[config.mk]
export PLATFORM = sky130hd
export DESIGN_NAME = dvi_timing_gen
export DESIGN_NICKNAME = d
export VERILOG_FILES = /design/src/rtl/dvi_timing_gen.sv
export SDC_FILE = /design/constraint.sdc
export NUM_CORES = 1
export LEC_CHECK = 0
export BUFFER_PORTS_ARGS = -buffer_cell sky130_fd_sc_hd__buf_2
export CORE_UTILIZATION = 40
export CTS_BUF_LIST = sky130_fd_sc_hd__clkbuf_2 sky130_fd_sc_hd__clkbuf_4 sky130_fd_sc_hd__clkbuf_8
export DETAILED_ROUTE_END_ITERATION = 8
export GPL_ROUTABILITY_DRIVEN = 1
export MAX_ROUTING_LAYER = met4
export PLACE_DENSITY = 0.68
export SETUP_SLACK_MARGIN = 0.4
export SLEW_MARGIN = 5
export SYNTH_ARGS = -nofsm -noshare
export SYNTH_HDL_FRONTEND = slang
export SYNTH_SLANG_ARGS = --single-unit
[constraint.sdc]
create_clock -name pix_clk -period 5.4 [get_ports pix_clk]
set_clock_uncertainty 0.2 [all_clocks]
set_input_delay 0.54 -clock pix_clk [delete_from_list [all_inputs] [get_ports pix_clk]]
set_output_delay 0.54 -clock pix_clk [all_outputs]
set_load 0.1 [all_outputs]
[src/rtl/dvi_timing_gen.sv]
// Raster timing generator feeding the DVI TMDS encoders: de/hsync/vsync, coordinates, line/frame markers.
// Optional colour-bar test pattern when TEST_PATTERN_EN is defined; otherwise rgb is tied to zero.
module dvi_timing_gen #(
    parameter int H_ACTIVE = 640,
    parameter int H_FP     = 16,
    parameter int H_SYNC   = 96,
    parameter int H_BP     = 48,
    parameter int V_ACTIVE = 480,
    parameter int V_FP     = 10,
    parameter int V_SYNC   = 2,
    parameter int V_BP     = 33,
    parameter bit HS_POL   = 1'b0,
    parameter bit VS_POL   = 1'b0
) (
    input  logic        pix_clk,
    input  logic        rst,
    output logic        de,
    output logic        hsync,
    output logic        vsync,
    output logic [1:0]  control,
    output logic [11:0] x,
    output logic [11:0] y,
    output logic        line_start,
    output logic        frame_start,
    output logic [7:0]  red,
    output logic [7:0]  green,
    output logic [7:0]  blue
);
    localparam int H_TOTAL = H_ACTIVE + H_FP + H_SYNC + H_BP;
    localparam int V_TOTAL = V_ACTIVE + V_FP + V_SYNC + V_BP;

    // 13-bit bounds so a 4096 total or sync end still compares correctly against 12-bit counters
    localparam logic [12:0] H_ACT_E = 13'(H_ACTIVE);
    localparam logic [12:0] H_SS_E  = 13'(H_ACTIVE + H_FP);
    localparam logic [12:0] H_SE_E  = 13'(H_ACTIVE + H_FP + H_SYNC);
    localparam logic [12:0] H_LAST  = 13'(H_TOTAL - 1);
    localparam logic [12:0] V_ACT_E = 13'(V_ACTIVE);
    localparam logic [12:0] V_SS_E  = 13'(V_ACTIVE + V_FP);
    localparam logic [12:0] V_SE_E  = 13'(V_ACTIVE + V_FP + V_SYNC);
    localparam logic [12:0] V_LAST  = 13'(V_TOTAL - 1);

    logic [11:0] h_cnt_q, h_cnt_d, v_cnt_q, v_cnt_d;
    logic [12:0] h_e, v_e;
    logic        h_wrap, v_wrap;
    logic        de_d, hsync_d, vsync_d, ls_d, fs_d;
    logic        de_q, hsync_q, vsync_q, ls_q, fs_q;
    logic [11:0] x_q, y_q;

    assign h_e = {1'b0, h_cnt_q};
    assign v_e = {1'b0, v_cnt_q};

    always_comb begin
        h_wrap  = (h_e == H_LAST);
        v_wrap  = (v_e == V_LAST);
        h_cnt_d = h_wrap ? 12'd0 : h_cnt_q + 12'd1;
        v_cnt_d = v_cnt_q;
        if (h_wrap) v_cnt_d = v_wrap ? 12'd0 : v_cnt_q + 12'd1;
        de_d    = (h_e < H_ACT_E) && (v_e < V_ACT_E);
        hsync_d = ((h_e >= H_SS_E) && (h_e < H_SE_E)) ? HS_POL : !HS_POL;
        vsync_d = ((v_e >= V_SS_E) && (v_e < V_SE_E)) ? VS_POL : !VS_POL;
        ls_d    = (h_cnt_q == 12'd0);
        fs_d    = (h_cnt_q == 12'd0) && (v_cnt_q == 12'd0);
    end

    always_ff @(posedge pix_clk) begin
        if (rst) begin
            h_cnt_q <= 12'd0;
            v_cnt_q <= 12'd0;
            de_q    <= 1'b0;
            hsync_q <= !HS_POL;
            vsync_q <= !VS_POL;
            ls_q    <= 1'b0;
            fs_q    <= 1'b0;
            x_q     <= 12'd0;
            y_q     <= 12'd0;
        end else begin
            h_cnt_q <= h_cnt_d;
            v_cnt_q <= v_cnt_d;
            de_q    <= de_d;
            hsync_q <= hsync_d;
            vsync_q <= vsync_d;
            ls_q    <= ls_d;
            fs_q    <= fs_d;
            x_q     <= h_cnt_q;
            y_q     <= v_cnt_q;
        end
    end

    assign de          = de_q;
    assign hsync       = hsync_q;
    assign vsync       = vsync_q;
    assign control     = {vsync_q, hsync_q};
    assign x           = x_q;
    assign y           = y_q;
    assign line_start  = ls_q;
    assign frame_start = fs_q;

`ifdef TEST_PATTERN_EN
    logic [2:0]  bar;
    logic [23:0] rgb_d, rgb_q;

    always_comb begin
        bar = 3'd0;
        for (int k = 1; k < 8; k++)
            if (h_e >= 13'(k * H_ACTIVE / 8)) bar = 3'(k);
        case (bar)
            3'd0: rgb_d = 24'hFFFFFF;
            3'd1: rgb_d = 24'hFFFF00;
            3'd2: rgb_d = 24'h00FFFF;
            3'd3: rgb_d = 24'h00FF00;
            3'd4: rgb_d = 24'hFF00FF;
            3'd5: rgb_d = 24'hFF0000;
            3'd6: rgb_d = 24'h0000FF;
            default: rgb_d = 24'h000000;
        endcase
        if (!de_d) rgb_d = 24'h000000;
    end

    always_ff @(posedge pix_clk) begin
        if (rst) rgb_q <= 24'h000000;
        else     rgb_q <= rgb_d;
    end

    assign {red, green, blue} = rgb_q;
`else
    assign red   = 8'h00;
    assign green = 8'h00;
    assign blue  = 8'h00;
`endif
endmodule

## After elaboration in Yosys (flattened, before gate mapping)

Cells that the tools add are included.

- Equal/unequal tests: 2
- Add/subtract/negate cells: 2
- Order comparisons: 6
- Muxes and demuxes: 3
- Reduce and logical (&&, ||, !) cells: 7

Operators by type and width:

| kind | number |
|---|---|
| 12-bit by 1-bit adder with 12-bit output, second input constant | 2 |
| 12-bit by 10-bit == test with 1-bit output, second input constant | 2 |
| 12-bit logical NOT | 2 |
| 12-bit by 10-bit less-than comparator with 1-bit output, second input constant | 2 |
| 12-bit by 9-bit less-than comparator with 1-bit output, second input constant | 2 |
| 12-bit by 10-bit greater-or-equal comparator with 1-bit output, second input constant | 1 |
| 12-bit by 9-bit greater-or-equal comparator with 1-bit output, second input constant | 1 |
| 12-bit 2-to-1 mux | 1 |
| 1-bit logical AND | 4 |
| 1-bit 2-to-1 mux | 2 |
| 2-bit OR reduction | 1 |

- Logic and storage cells: 29
- Bits of input ports: 2
- Bits in registers: 53

## Longest topological paths before layout

Gate-level depths: netlist of run 1.

- Depth in word-level cells: 3
- Gate-level depth with buffers: 6
- Mapped depth without buffers: 6

## Worst setup path before layout of run 1

Ideal clock, no wire load.

- Path kind: flip-flop to output port
- Start: register hsync_q, in the netlist hsync
- End: output control[0]
- Setup slack: 3304 ps
- Cell stages (with the launch flop): 2
- Data arrival time: 1356 ps
- Path through: dfxtp_1 > buf_4

RTL lines:

| element | RTL line | RTL |
|---|---|---|
| from (decl) | 46 | `logic de_q, hsync_q, vsync_q, ls_q, fs_q;` |
| from (signal assigned) | 70 | `hsync_q <= !HS_POL;` |
| from (signal assigned) | 80 | `hsync_q <= hsync_d;` |
| to (decl) | 20 | `output logic [1:0] control,` |

No word-level cell between the ends.

## Worst setup path in the final report of run 1

- Start: register h_cnt_q[6]
- End: register h_cnt_q[4]

- Longest elaborated chain between the ends: 2

Ends and longest elaborated chain:

| element | RTL line | RTL |
|---|---|---|
| from (decl) | 42 | `logic [11:0] h_cnt_q, h_cnt_d, v_cnt_q, v_cnt_d;` |
| from (signal assigned) | 77 | `h_cnt_q <= h_cnt_d;` |
| 12-bit by 10-bit == test with 1-bit output | 53 | `h_wrap = (h_e == H_LAST);` |
| 2-bit OR reduction (no line) | -- |  |

Every way passes these cells.
A chain may end at the register's enable or synchronous reset.

==> results.md, run 1 <==
* Clock Latency Late Sink at 0.30 ns
* Buf+Inv Stages, Crit Path at 0
* Hold path depth at 1
* Hold_buf cts at 0
* Nature of the critical path startpoint: flip-flop
* Critical R2R Launch: h_cnt_q[6]
* Clk root buf: clkbuf_8
* Fin crit share at 0.406
* Pin count of the biggest net entering global routing at 38
* Reg2reg end: h_cnt_q[4]
* Crit path cell chain: or4_4, nor4_4, or2_2, nor2_1
* Initial Util at 0.417
* Post-Syn Instances at 248
* Hold Path End: h_cnt_q[0]
* Placed Cells at 333
* Row count at 27
* Worst Setup Path Type: flip-flop to flip-flop
* IO Count at 57
* Status: complete, no violations
* Power per Cell Area at 297 nW/um^2
* Fmax at 456 MHz
* Flop2flop setup slack at 3.21 ns
* Leakage at 1.02 nW
* Unrepaired setup endpoints after global routing: no
* Clock sinks at 53
* Critical path fanouts, max at 9
* Synthesis-to-layout area growth at 6.88%
* Register-to-Register Path Depth at 4
* TNS Setup at 0 ns
* CTS Buf Count at 5
* Die span in y at 78.0 um
* Critical path arrival at 2.18 ns
* Synth cell types at 38
* Fill cell count at 561
* Top_reg_cell synth: dfxtp_1
* Synth area leader: dfxtp_1
* Reg area at 1060 sq um
* Ant. Diodes at 0
* Slew margin rel. at 0.552
* Family with the most delay on the worst path: simple AND/OR/NAND/NOR gates
* Leading cell types by total area after synthesis: dfxtp_1, buf_4, nor2b_1
* Non-filler cells, final at 340
* Tot GR Track Use at 0.136
* Vias in the first global route at 1356
* Max Slew Vio Count at 0
* Wire per inst at 11.4 um
* Vias per cell at 4.85
* Post-Syn Area per Cell at 9.31 sq um
* CP endpoint kind: flip-flop
* Crit-path slowest cell: or4_4
* Via Count at 1648
* Synthesized cell area at 2310 sq um
* Overflow after GRT at 0
* Pre-antenna DRT Iters at 4
* Yosys reg bits at 53
* Initial drt markers at 130
* Dpl hpwl at 2690 um
* CTS tree: built
* Post-synth EDFFs at 0
* Port-buffer cells at 32
* Share of cells above drive strength 1 at 0.190
* Synth Warn # at 0
* Initial antenna violation count at 0
* Post-synth top area share at 0.459
* Final net count at 274
* Most common cell in the netlist: dfxtp_1
* # setup viols final at 0
* Max-Cap Viols at 0
* Core box area at 5540 sq um
* First-pass GRT wire length at 6440 um
* Crit path required time at 5.39 ns
* Die width at 78.0 um
* Final min period at 2.19 ns
* Post-CTS sizing at 0
* Setup repair bufs after CTS at 0
* Async SR Flop Fraction at 0
* Residual DRC count at 0
* Final Routed Wirelength at 3870 um
* Worst Max-Slew Pin Slew at 0.672 ns
* Clock Pin Slew Worst Setup and Hold Paths at 0.09 ns
* Maximum vdd drop at 0.130 mV
* Seq/Total Area, Yosys at 0.459
* Top cells by count, synth: dfxtp_1, nor2_1, buf_4
* Final GP Congestion at 0.850
* Die Footprint at 6080 sq um
* Final hold viol count at 0
* Crit-path max cell delay at 0.60 ns
* Clock Path Buffers at 2
* Hold crit path type: flip-flop to flip-flop
* Multi-input gate area at 1040 sq um
* Htree depth at 2
* Worst hold slack at 0.265 ns
* Worst Hold Launch: h_cnt_q[0]
* Routed Antenna Nets at 0
==> cell type report <==
cell class,count,share of cell area
multi-input cells,170,0.423
clock inverters,1,0.00304
clock buffers,6,0.0335
flip-flops and latches,53,0.430
inverters,6,0.00912
well taps,72,0.0365
repair buffers,32,0.0649
==> sequential cells by signal (all words and copies together), names as in the netlist <==
signal,flops
line_start,1
vsync,1
h_cnt_q,12
frame_start,1
x,12
hsync,1
v_cnt_q,12
y,12
de,1
==> cells by family after synthesis <==
group | Yosys count | synth area share
compound gates | 12 | 0.0352
xor+xnor | 13 | 0.0493
fa+ha+maj | 4 | 0.0217
buf+inv | 48 | 0.126
flops | 53 | 0.459
mux | 4 | 0.0173
other cells | 1 | 0.00162
simple gates | 113 | 0.290
==> metal layers <==
| layer | up-vias | track usage | routed length [um] |
|---|---|---|---|
| li1 | 820 | - | - |
| met1 | 766 | 0.176 | 1860 |
| met2 | 58 | 0.211 | 1760 |
| met3 | 4 | 0.0212 | 211 |
| met4 | 0 | 0.0611 | 38 |
| met5 | - | - | 0 |
==> stage by stage <==
stage                     power [mW]  worst slack (ns)  utilization  area, sq um
after detailed placement       0.522              3.23        0.429         2380
final                          0.732              3.21        0.446         2470
after global routing           0.760              3.09        0.446         2470
after floorplan                0.530              3.30            -         2400
after CTS                      0.741              3.22        0.446         2470
after global placement         0.522              3.27        0.429         2380
==> how the worst max path moves through the flow <==
stage                     startpoint           to  slack [ns]  cells after the start
final                     h_cnt_q[6]   h_cnt_q[4]        3.21                      4
after CTS                 h_cnt_q[6]   h_cnt_q[5]        3.22                      4
after detailed placement  h_cnt_q[6]   h_cnt_q[5]        3.23                      4
after floorplan                hsync   control[0]        3.30                      1
after global routing      h_cnt_q[0]   v_cnt_q[8]        3.09                      5
after global placement           rst  frame_start        3.27                      5
==> where the power goes <==
group | internal (mW) | total [mW] | switching (mW)
registers | 0.396 | 0.398 | 0.00269
clock network | 0.101 | 0.219 | 0.118
logic | 0.00730 | 0.115 | 0.107
==> layout by cell type (no fill, tap or decap) <==
cell        instances
a31o_2              2
a2111oi_2           1
or2_2               1
and4bb_2            2
nor3_1             12
o21ai_0             1
buf_2              32
clkbuf_8            6
nor4_1              5
clkinvlp_4          1
nor2_1             31
a21oi_1             6
nand2_1             6
or4b_2              1
nor4b_1             4
nand4_1             7
nand3_1             9
a31oi_1             1
inv_1               6
dfxtp_1            53
xnor2_1             8
nand3b_1            1
nor4_4              2
nor2b_1            20
ha_1                4
and3_2              2
conb_1             24
nor3b_1             1
mux2i_1             4
or4_4               1
and4b_1             2
and4_1              3
and2_1              1
and3_1              2
xor2_1              5
a21o_1              1
No activity file was read; power rests on OpenSTA's default activity.
==> run 2: changes to the inputs <==
PLACE_DENSITY = 0.7   (was 0.68)
clock period = 1.82 ns   (was 5.4 ns; I/O delays follow)
==> results.md, run 2 (synthesis gave the netlist of run 1 again) <==
* First-pass GRT wire length at 7470 um
* Multi-input gate area at 1220 sq um
* Max-Cap Viols at 0
* Clock sinks at 53
* Initial antenna violation count at 0
* Status: finished with violations
* Initial drt markers at 223
* Fill cell count at 461
* Failing checks: negative setup slack
* Vias in the first global route at 1601
* Ant. Diodes at 0
* Die span in y at 78.0 um
* Clock Latency Late Sink at 0.31 ns
* Crit path required time at 1.83 ns
* Core box area at 5540 sq um
* Non-filler cells, final at 379
* Setup WS post-layout at -0.0463 ns
* Maximum vdd drop at 0.433 mV
* Unrepaired setup endpoints after global routing: yes
* Placed Cells at 359
* Overflow after GRT at 0
* IO Count at 57
* Nature of the critical path startpoint: flip-flop
* Tot GR Track Use at 0.161
* Fin crit share at 1.03
* Port-buffer cells at 32
* Critical path fanouts, max at 4
* # setup viols final at 13
* Die width at 78.0 um
* Power per Cell Area at 768 nW/um^2
* CP endpoint kind: flip-flop
* Pre-antenna DRT Iters at 4
* Final min period at 1.87 ns
* Hold crit path type: primary input to flip-flop
* Share of cells above drive strength 1 at 0.420
* Worst Setup Path Type: flip-flop to flip-flop
* Commonest non-fill, non-tap cells in the layout: buf_4, dfxtp_1, conb_1
* Vias per cell at 4.92
* Wire per inst at 12.8 um
* Final Routed Wirelength at 4860 um
* Leakage at 1.27 nW
* Die Footprint at 6080 sq um
* Final GP Congestion at 0.865
* Worst hold slack at 0.180 ns
* Residual DRC count at 0
* Placed Instance Area at 2600 sq um
* Final core occ at 0.556
* Commonest non-fill, non-tap cell in the layout: buf_4
* Htree depth at 2
* Final net count at 312
* Via Count at 1866
* TNS Setup at -0.282 ns
* Row count at 27
* CTS tree: built
* Pin count of the biggest net entering global routing at 20
* Max Slew Vio Count at 0
* Dpl hpwl at 3000 um
* Synthesis-to-layout area growth at 33.3%
* Reg area at 1080 sq um
* Clock Pin Slew Worst Setup and Hold Paths at 0.09 ns
* Critical path arrival at 1.87 ns
* Routed Antenna Nets at 0
* Clock Path Buffers at 2
* Initial Util at 0.417
* Clk root buf: clkbuf_8
* CTS Buf Count at 5
* Final hold viol count at 0
* Fmax at 536 MHz
* Post-Layout Inst Area at 3080 sq um
run 2: cell count changes in the layout (fill, tap and decap cells not counted), moves of 3 or more:
cell and change:
buf_4 +49, buf_2 -31, dfxtp_1 -13, clkbuf_4 +11, nor2_1 -11, dfxtp_2 +10, nor2_2 +10, buf_6 +7
inv_1 -4, dfxtp_4 +3, ha_1 -3, ha_4 +3
run 2: cell type report:
class | count | share of cell area
clock buffer | 5 | 0.0224
clock inverter | 3 | 0.0150
inverter | 6 | 0.00894
multi-input combinational | 171 | 0.395
sequential | 53 | 0.352
tap | 72 | 0.0293
timing repair buffer | 69 | 0.177
run 2: routing by layer:
metal,wire [um],global-route usage,part of all wire
met5,0,-,0
met4,145,0.107,0.030
met3,246,0.0200,0.051
met2,2350,0.250,0.48
met1,2120,0.197,0.44
run 2: path summary, 6_finish.rpt:
check | start | endpoint | slack (ns) | cells after the start
min reg2reg | v_cnt_q[1] | y[1] | 0.33 | 2
max | h_cnt_q[11] | v_cnt_q[1] | -0.05 | 5
max reg2reg | h_cnt_q[11] | v_cnt_q[1] | -0.05 | 5
min | rst | y[10] | 0.18 | 3
run 2: through the flow:
step	power (mW)	setup WS, ns
4_1_cts	2.37	-0.0300
3_5_place_dp	1.57	-0.0344
2_1_floorplan	1.57	-0.0985
5_1_grt	2.44	-0.106
3_3_place_gp	1.56	0.0140
6_report	2.37	-0.0463
run 2: repair_timing:
item	in CTS	in global routing
hold buffers	1	0
buffers inserted	6	4
pin swaps	27	16
cloned	1	0
endpoints found under the hold margin	8	0
setup endpoints to repair	46	36
resized for setup	54	33
run 2: worst max-delay path: stages (launching register included):
cell and delay (ns):
dfxtp_2 0.33, or4_4 0.60, nor4_4 0.21, buf_4 0.19
mux2i_1 0.17, nor2_1 0.06
run 2: where the power goes:
group | internal (mW) | switching, mW | total (mW)
sequential | 1.17 | 0.00938 | 1.18
clock | 0.412 | 0.384 | 0.796
combinational | 0.0531 | 0.335 | 0.389
